`src/rtl/voice_mixer_pdm.sv`:
```
// Multi-voice volume mixer: serial multiply-accumulate over a snapshot of all
// voices, saturation to an offset-binary sample, and a first-order PDM of the result.
module voice_mixer_pdm #(
  parameter int NUM_VOICES = 4,
  parameter int DATA_BITS  = 12,
  parameter int VOL_BITS   = 4
) (
  input  logic                             clk,
  input  logic                             rst,
  input  logic                             sample_strobe,
  input  logic [NUM_VOICES*DATA_BITS-1:0]  voice_data,
  input  logic [NUM_VOICES*VOL_BITS-1:0]   volume,
  output logic [DATA_BITS-1:0]             mix_out,
  output logic                             mix_valid,
  output logic                             busy,
  output logic                             overrun,
  output logic                             pdm_out,
  output logic [1:0]                       state_dbg
);

  localparam int ACC_W = DATA_BITS + VOL_BITS + 4;
  localparam int IDX_W = (NUM_VOICES > 1) ? $clog2(NUM_VOICES) : 1;
  localparam logic signed [ACC_W-1:0] SUM_MAX = ACC_W'((1 << (DATA_BITS - 1)) - 1);
  localparam logic signed [ACC_W-1:0] SUM_MIN = -SUM_MAX - ACC_W'(1);

  typedef enum logic [1:0] {IDLE = 2'd0, ACCUM = 2'd1, SAT = 2'd2} state_t;

  state_t                          state, state_nxt;
  logic [IDX_W-1:0]                idx;
  logic signed [ACC_W-1:0]         acc;
  logic [NUM_VOICES*DATA_BITS-1:0] snap_data;
  logic [NUM_VOICES*VOL_BITS-1:0]  snap_vol;
  logic [DATA_BITS-1:0]            pdm_acc;

  logic [DATA_BITS-1:0]                cur_sample;
  logic [VOL_BITS-1:0]                 cur_vol;
  logic signed [DATA_BITS-1:0]         s_sample;
  logic signed [DATA_BITS+VOL_BITS:0]  product;
  logic signed [DATA_BITS+VOL_BITS:0]  term;
  logic signed [ACC_W-1:0]             term_ext;
  logic signed [ACC_W-1:0]             clamped;
  logic [DATA_BITS:0]                  pdm_sum;

  assign busy      = (state != IDLE);
  assign state_dbg = state;

  // Offset-binary to two's complement is just an MSB flip.
  assign cur_sample = snap_data[int'(idx)*DATA_BITS +: DATA_BITS];
  assign cur_vol    = snap_vol[int'(idx)*VOL_BITS +: VOL_BITS];
  assign s_sample   = {~cur_sample[DATA_BITS-1], cur_sample[DATA_BITS-2:0]};
  assign product    = s_sample * $signed({1'b0, cur_vol});
  assign term       = product >>> VOL_BITS;
  assign term_ext   = ACC_W'(term);

  always_comb begin
    clamped = acc;
    if (acc > SUM_MAX)      clamped = SUM_MAX;
    else if (acc < SUM_MIN) clamped = SUM_MIN;
  end

  assign pdm_sum = {1'b0, pdm_acc} + {1'b0, mix_out};

  always_comb begin
    state_nxt = state;
    case (state)
      IDLE:    if (sample_strobe) state_nxt = ACCUM;
      ACCUM:   if (idx == IDX_W'(NUM_VOICES - 1)) state_nxt = SAT;
      SAT:     state_nxt = IDLE;
      default: state_nxt = IDLE;
    endcase
  end

  always_ff @(posedge clk) begin
    if (rst) state <= IDLE;
    else     state <= state_nxt;
  end

  always_ff @(posedge clk) begin
    if (rst) begin
      idx       <= '0;
      acc       <= '0;
      snap_data <= '0;
      snap_vol  <= '0;
      mix_out   <= DATA_BITS'(1 << (DATA_BITS - 1));
      mix_valid <= 1'b0;
      overrun   <= 1'b0;
    end else begin
      mix_valid <= (state == SAT);
      if (sample_strobe && state != IDLE) overrun <= 1'b1;
      case (state)
        IDLE: begin
          if (sample_strobe) begin
            snap_data <= voice_data;
            snap_vol  <= volume;
            acc       <= '0;
            idx       <= '0;
          end
        end
        ACCUM: begin
          acc <= acc + term_ext;
          idx <= idx + IDX_W'(1);
        end
        SAT: mix_out <= {~clamped[DATA_BITS-1], clamped[DATA_BITS-2:0]};
        default: ;
      endcase
    end
  end

  // The carry out of the low DATA_BITS is the PDM bit; only the low bits persist.
  always_ff @(posedge clk) begin
    if (rst) begin
      pdm_acc <= '0;
      pdm_out <= 1'b0;
    end else begin
      pdm_acc <= pdm_sum[DATA_BITS-1:0];
      pdm_out <= pdm_sum[DATA_BITS];
    end
  end

endmodule
```
`config.mk`:
```
export PLATFORM = sky130hd
export DESIGN_NAME = voice_mixer_pdm
export DESIGN_NICKNAME = d
export VERILOG_FILES = /design/src/rtl/voice_mixer_pdm.sv
export SDC_FILE = /design/constraint.sdc
export NUM_CORES = 1
export LEC_CHECK = 0
export ABC_AREA = 1
export CAP_MARGIN = 30
export CORE_ASPECT_RATIO = 1.4
export CORE_MARGIN = 3
export CORE_UTILIZATION = 55
export DETAILED_ROUTE_END_ITERATION = 12
export GPL_TIMING_DRIVEN = 0
export PLACE_DENSITY = 0.78
export SLEW_MARGIN = 10
export SYNTH_ARGS = -nofsm -noshare
export SYNTH_HDL_FRONTEND = slang
export SYNTH_SLANG_ARGS = --single-unit
```
`constraint.sdc`:
```
create_clock -name clk -period 12.36 [get_ports clk]
set_clock_uncertainty 0.05 [all_clocks]
set_input_delay 2.472 -clock clk [delete_from_list [all_inputs] [get_ports clk]]
set_output_delay 2.472 -clock clk [all_outputs]
set_load 0.05 [all_outputs]
```
==> metrics.txt <==
# TYPE chip_impl_metric gauge
chip_impl_metric{name="drt_wl_total",unit="mm"} 19.79
chip_impl_info{name="synth_top_family_by_area",value="simple AND/OR/NAND/NOR gates"} 1
chip_impl_info{name="rsz_0062_raised_after_global_routing",value="false"} 1
chip_impl_metric{name="pwr_dens",unit="mW/mm^2"} 159.9
chip_impl_metric{name="post-route-period-util",unit="%"} 53.82
chip_impl_metric{name="worst_pin_slew",unit="ps"} 611.9
chip_impl_metric{name="cts_buffers",unit=""} 17
chip_impl_metric{name="cts.hold.buffers_added",unit=""} 0
chip_impl_metric{name="die_w",unit="um"} 105.5
chip_impl_metric{name="power.total",unit="mW"} 1.481
chip_impl_metric{name="wire_length_of_the_first_global_routing_pass",unit="mm"} 32.09
chip_impl_info{name="crit_path_from",value="idx[0]"} 1
chip_impl_info{name="cts_root_buf",value="clkbuf_16"} 1
chip_impl_metric{name="finalHoldWorstSlack",unit="ps"} 425.3
chip_impl_metric{name="critical_path_arrival",unit="ps"} 6950
chip_impl_metric{name="ys_types",unit=""} 47
chip_impl_metric{name="synth.mux.area_fraction",unit="%"} 0
chip_impl_metric{name="clockBufferDepth",unit=""} 2
chip_impl_metric{name="gr-usage-all-layers",unit="%"} 25.72
chip_impl_metric{name="final_period_minus_worst_setup_slack",unit="ps"} 6653
chip_impl_metric{name="coreArea",unit="sq mm"} 0.01345
chip_impl_metric{name="rows",unit=""} 50
chip_impl_metric{name="ir_worst_vdd",unit="V"} 0.00008954
chip_impl_metric{name="cts_resized",unit=""} 0
chip_impl_metric{name="synth_compound_gate_area_share",unit="%"} 19.45
chip_impl_metric{name="h-tree-depth",unit=""} 4
chip_impl_metric{name="post_route_cells_drive_above_1_share",unit="%"} 6.553
chip_impl_metric{name="via_count",unit=""} 7319
chip_impl_metric{name="count_of_flip_flops_with_a_built_in_enable_after_synthesis",unit=""} 0
chip_impl_metric{name="post_synth_xor_xnor_area",unit="%"} 1.970
chip_impl_metric{name="syn_avg_cell_area",unit="sq um"} 7.184
chip_impl_metric{name="insertion_delay",unit="ps"} 420
chip_impl_info{name="synth.top_cells.by_area",value="dfxtp_1, ha_1, nor2_1"} 1
chip_impl_metric{name="cp_max_fo",unit=""} 10
chip_impl_metric{name="critPathMaxStageDelay",unit="ps"} 540
chip_impl_metric{name="synth_area_in_simple_gates",unit="%"} 22.80
chip_impl_metric{name="die_y",unit="um"} 145.3
chip_impl_metric{name="detail-route-antenna-nets",unit=""} 0
chip_impl_metric{name="async_flop_share",unit="%"} 0
chip_impl_info{name="timing.critical_path.mode_cell",value="inv_1"} 1
chip_impl_info{name="regToRegStartpoint",value="idx[0]"} 1
chip_impl_metric{name="post_synth_fa_ha_maj_area_fraction",unit="%"} 17.33
chip_impl_metric{name="drv_cap",unit=""} 0
chip_impl_metric{name="post_synth_inst_count",unit=""} 1061
chip_impl_metric{name="synth-seq-cells",unit=""} 115
chip_impl_info{name="synthFlopType",value="dfxtp_1"} 1
chip_impl_info{name="busiest_layer",value="met2"} 1
chip_impl_info{name="cts_tree",value="done"} 1
chip_impl_metric{name="final_hold_viol_count",unit=""} 0
chip_impl_metric{name="synth_fp_nets",unit=""} 1218
chip_impl_info{name="setup.worst_path.class",value="reg2reg"} 1
chip_impl_metric{name="count_of_tritonroute_iterations_in_the_first_routing_pass",unit=""} 5
chip_impl_metric{name="dieArea",unit="sq mm"} 0.01533
chip_impl_metric{name="post-route-drc-count",unit=""} 0
chip_impl_metric{name="seq_area_frac_synth",unit="%"} 30.20
chip_impl_metric{name="clock.fmax",unit="MHz"} 150.3
chip_impl_metric{name="antenna_violations_before_repair",unit=""} 0
chip_impl_metric{name="timing_max_transition_violations_final",unit=""} 0
chip_impl_info{name="crit_family",value="adder cells"} 1
chip_impl_metric{name="timing.critical_path.buf_inv",unit=""} 8
chip_impl_metric{name="yosysWarningCount",unit=""} 0
chip_impl_metric{name="syn_std_cell_area",unit="sq mm"} 0.007622
chip_impl_info{name="timing.critical_path.to_type",value="flop"} 1
chip_impl_metric{name="globalRouteMet3Util",unit="%"} 3.115
chip_impl_metric{name="grt.met1_usage",unit="%"} 26.06
chip_impl_info{name="hp-start",value="overrun"} 1
chip_impl_info{name="run_status",value="complete, no violations"} 1
chip_impl_metric{name="cts_setup_buffers",unit=""} 0
chip_impl_metric{name="place_congestion",unit=""} 0.9222
chip_impl_info{name="mostFrequentLayoutCells",value="nor2_1, nand2_1, o21ai_0"} 1
chip_impl_metric{name="io-pin-count",unit=""} 85
chip_impl_metric{name="initial_core_util",unit="%"} 56.67
chip_impl_metric{name="setup_viol",unit=""} 0
chip_impl_metric{name="n_antenna_cell",unit=""} 0
chip_impl_metric{name="setup-tns-final",unit="ps"} 0
chip_impl_metric{name="drtIter0Drc",unit=""} 275
chip_impl_metric{name="first_global_vias",unit=""} 7200
chip_impl_metric{name="clkTransAtPathRegs",unit="ps"} 60
chip_impl_info{name="yosysTopAreaCell",value="dfxtp_1"} 1
chip_impl_metric{name="maximum_number_of_pins_on_one_net_before_global_route_repair",unit=""} 17
chip_impl_info{name="mostFrequentLayoutCell",value="nor2_1"} 1
chip_impl_metric{name="detail_route.wl_per_cell",unit="um"} 14.58
chip_impl_metric{name="syn_to_final_growth",unit="%"} 21.50
chip_impl_metric{name="detail_placement_hpwl",unit="mm"} 15.40
chip_impl_metric{name="maxSlewHeadroom",unit="%"} 59.21
chip_impl_info{name="cp_slowest_cell",value="fa_1"} 1
chip_impl_metric{name="grt-ovfl-total",unit=""} 0
chip_impl_metric{name="power.leakage",unit="nW"} 4.141
chip_impl_metric{name="nets",unit=""} 1320
chip_impl_metric{name="clock_sinks",unit=""} 115
chip_impl_metric{name="cp.required",unit="ps"} 12660
chip_impl_metric{name="global_route.usage.met2",unit="%"} 48.60
chip_impl_info{name="startpoint_type",value="flop"} 1
chip_impl_info{name="holdCritPathClass",value="reg2reg"} 1
chip_impl_metric{name="vias_per_cell",unit=""} 5.394
chip_impl_metric{name="synth_top_area_share",unit="%"} 30.20
chip_impl_metric{name="buffer_ports.inserted",unit=""} 83
[power by group]
part / internal (mW) / leakage [nW] / total [mW] / switching (mW)
Combinational: 0.210 / 2.92 / 0.557 / 0.347
Clock: 0.297 / 0.280 / 0.486 / 0.189
Sequential: 0.404 / 0.944 / 0.437 / 0.0327
Total: 0.912 / 4.14 / 1.48 / 0.569
[registers in the layout, indices dropped and copies added, names as in the netlist]
| register | flops |
|---|---|
| mix_valid | 1 |
| mix_out | 12 |
| acc | 20 |
| overrun | 1 |
| pdm_acc | 12 |
| state_dbg | 2 |
| pdm_out | 1 |
| idx | 2 |
| snap_vol | 16 |
| snap_data | 48 |
[area by class of cell]
type / count / area (sq um)
clock buffers: 17 / 425.4
flip-flops and latches: 115 / 2302
multi-input cells: 785 / 4692
fillers: 1149 / 4189
inverters: 116 / 439.2
plain buffers: 45 / 188.9
well taps: 182 / 227.7
clock inverters: 14 / 155.1
repair buffers: 83 / 830.8
[tightest hold or removal path, delay by kind of cell, from the launching register on]
family	cells	cell delay, ps
and+or+nand+nor	1	70
DFF	1	320
AOI/OAI and AO/OA	1	40
[routing by layer]
layer  wire length (um)  vias up
met5                  0        -
met4               1225        0
met3                657       66
met2              10460      205
met1               7445     3357
li1                   -     3691
[cells by family after synthesis]
group	Yosys count
compound gates	274
simple gates	406
xor+xnor	15
buf+inv	161
flops	115
fa+ha+maj	90
[synthesized netlist by cell type, types with 2 or more instances]
library cell and count:
inv_2 3, a32oi_1 8, inv_1 111, fa_1 26, dfxtp_1 115, o21ai_0 121
buf_6 2, o21a_1 2, nand4_1 3, a21o_1 6, xor2_1 9, ha_1 64
o31ai_1 3, xnor2_1 5, nor4_1 3, nand3_1 21, o22ai_1 2, nand2_4 3
nand2_1 148, nor3_1 7, clkbuf_1 39, buf_1 2, nand2_2 9, a21oi_1 115
or2_2 5, nor2_1 190, a31oi_1 4, nand3_2 13, o21bai_1 4
[path summary, 6_finish.rpt]
kind / slack [ps] / depth (start not counted) / to
max: 5710 / 31 / acc[19]
max reg2reg: 5710 / 31 / acc[19]
min: 430 / 2 / overrun
min reg2reg: 430 / 2 / overrun
[per-stage QoR]
| step | cells | util (%) | cell area [sq um] | setup slack [ps] |
|---|---|---|---|---|
| finish | 1357 | 68.86 | 9261 | 5707 |
| global route | 1357 | 68.86 | 9261 | 5284 |
| CTS | 1357 | 68.86 | 9261 | 5764 |
| detailed placement | 1326 | 64.54 | 8681 | 5788 |
| global placement | 1326 | 64.54 | 8681 | 5871 |
| floorplan | 1061 | - | 7622 | 6838 |
Note: power is estimated with default switching activity, not from simulation.
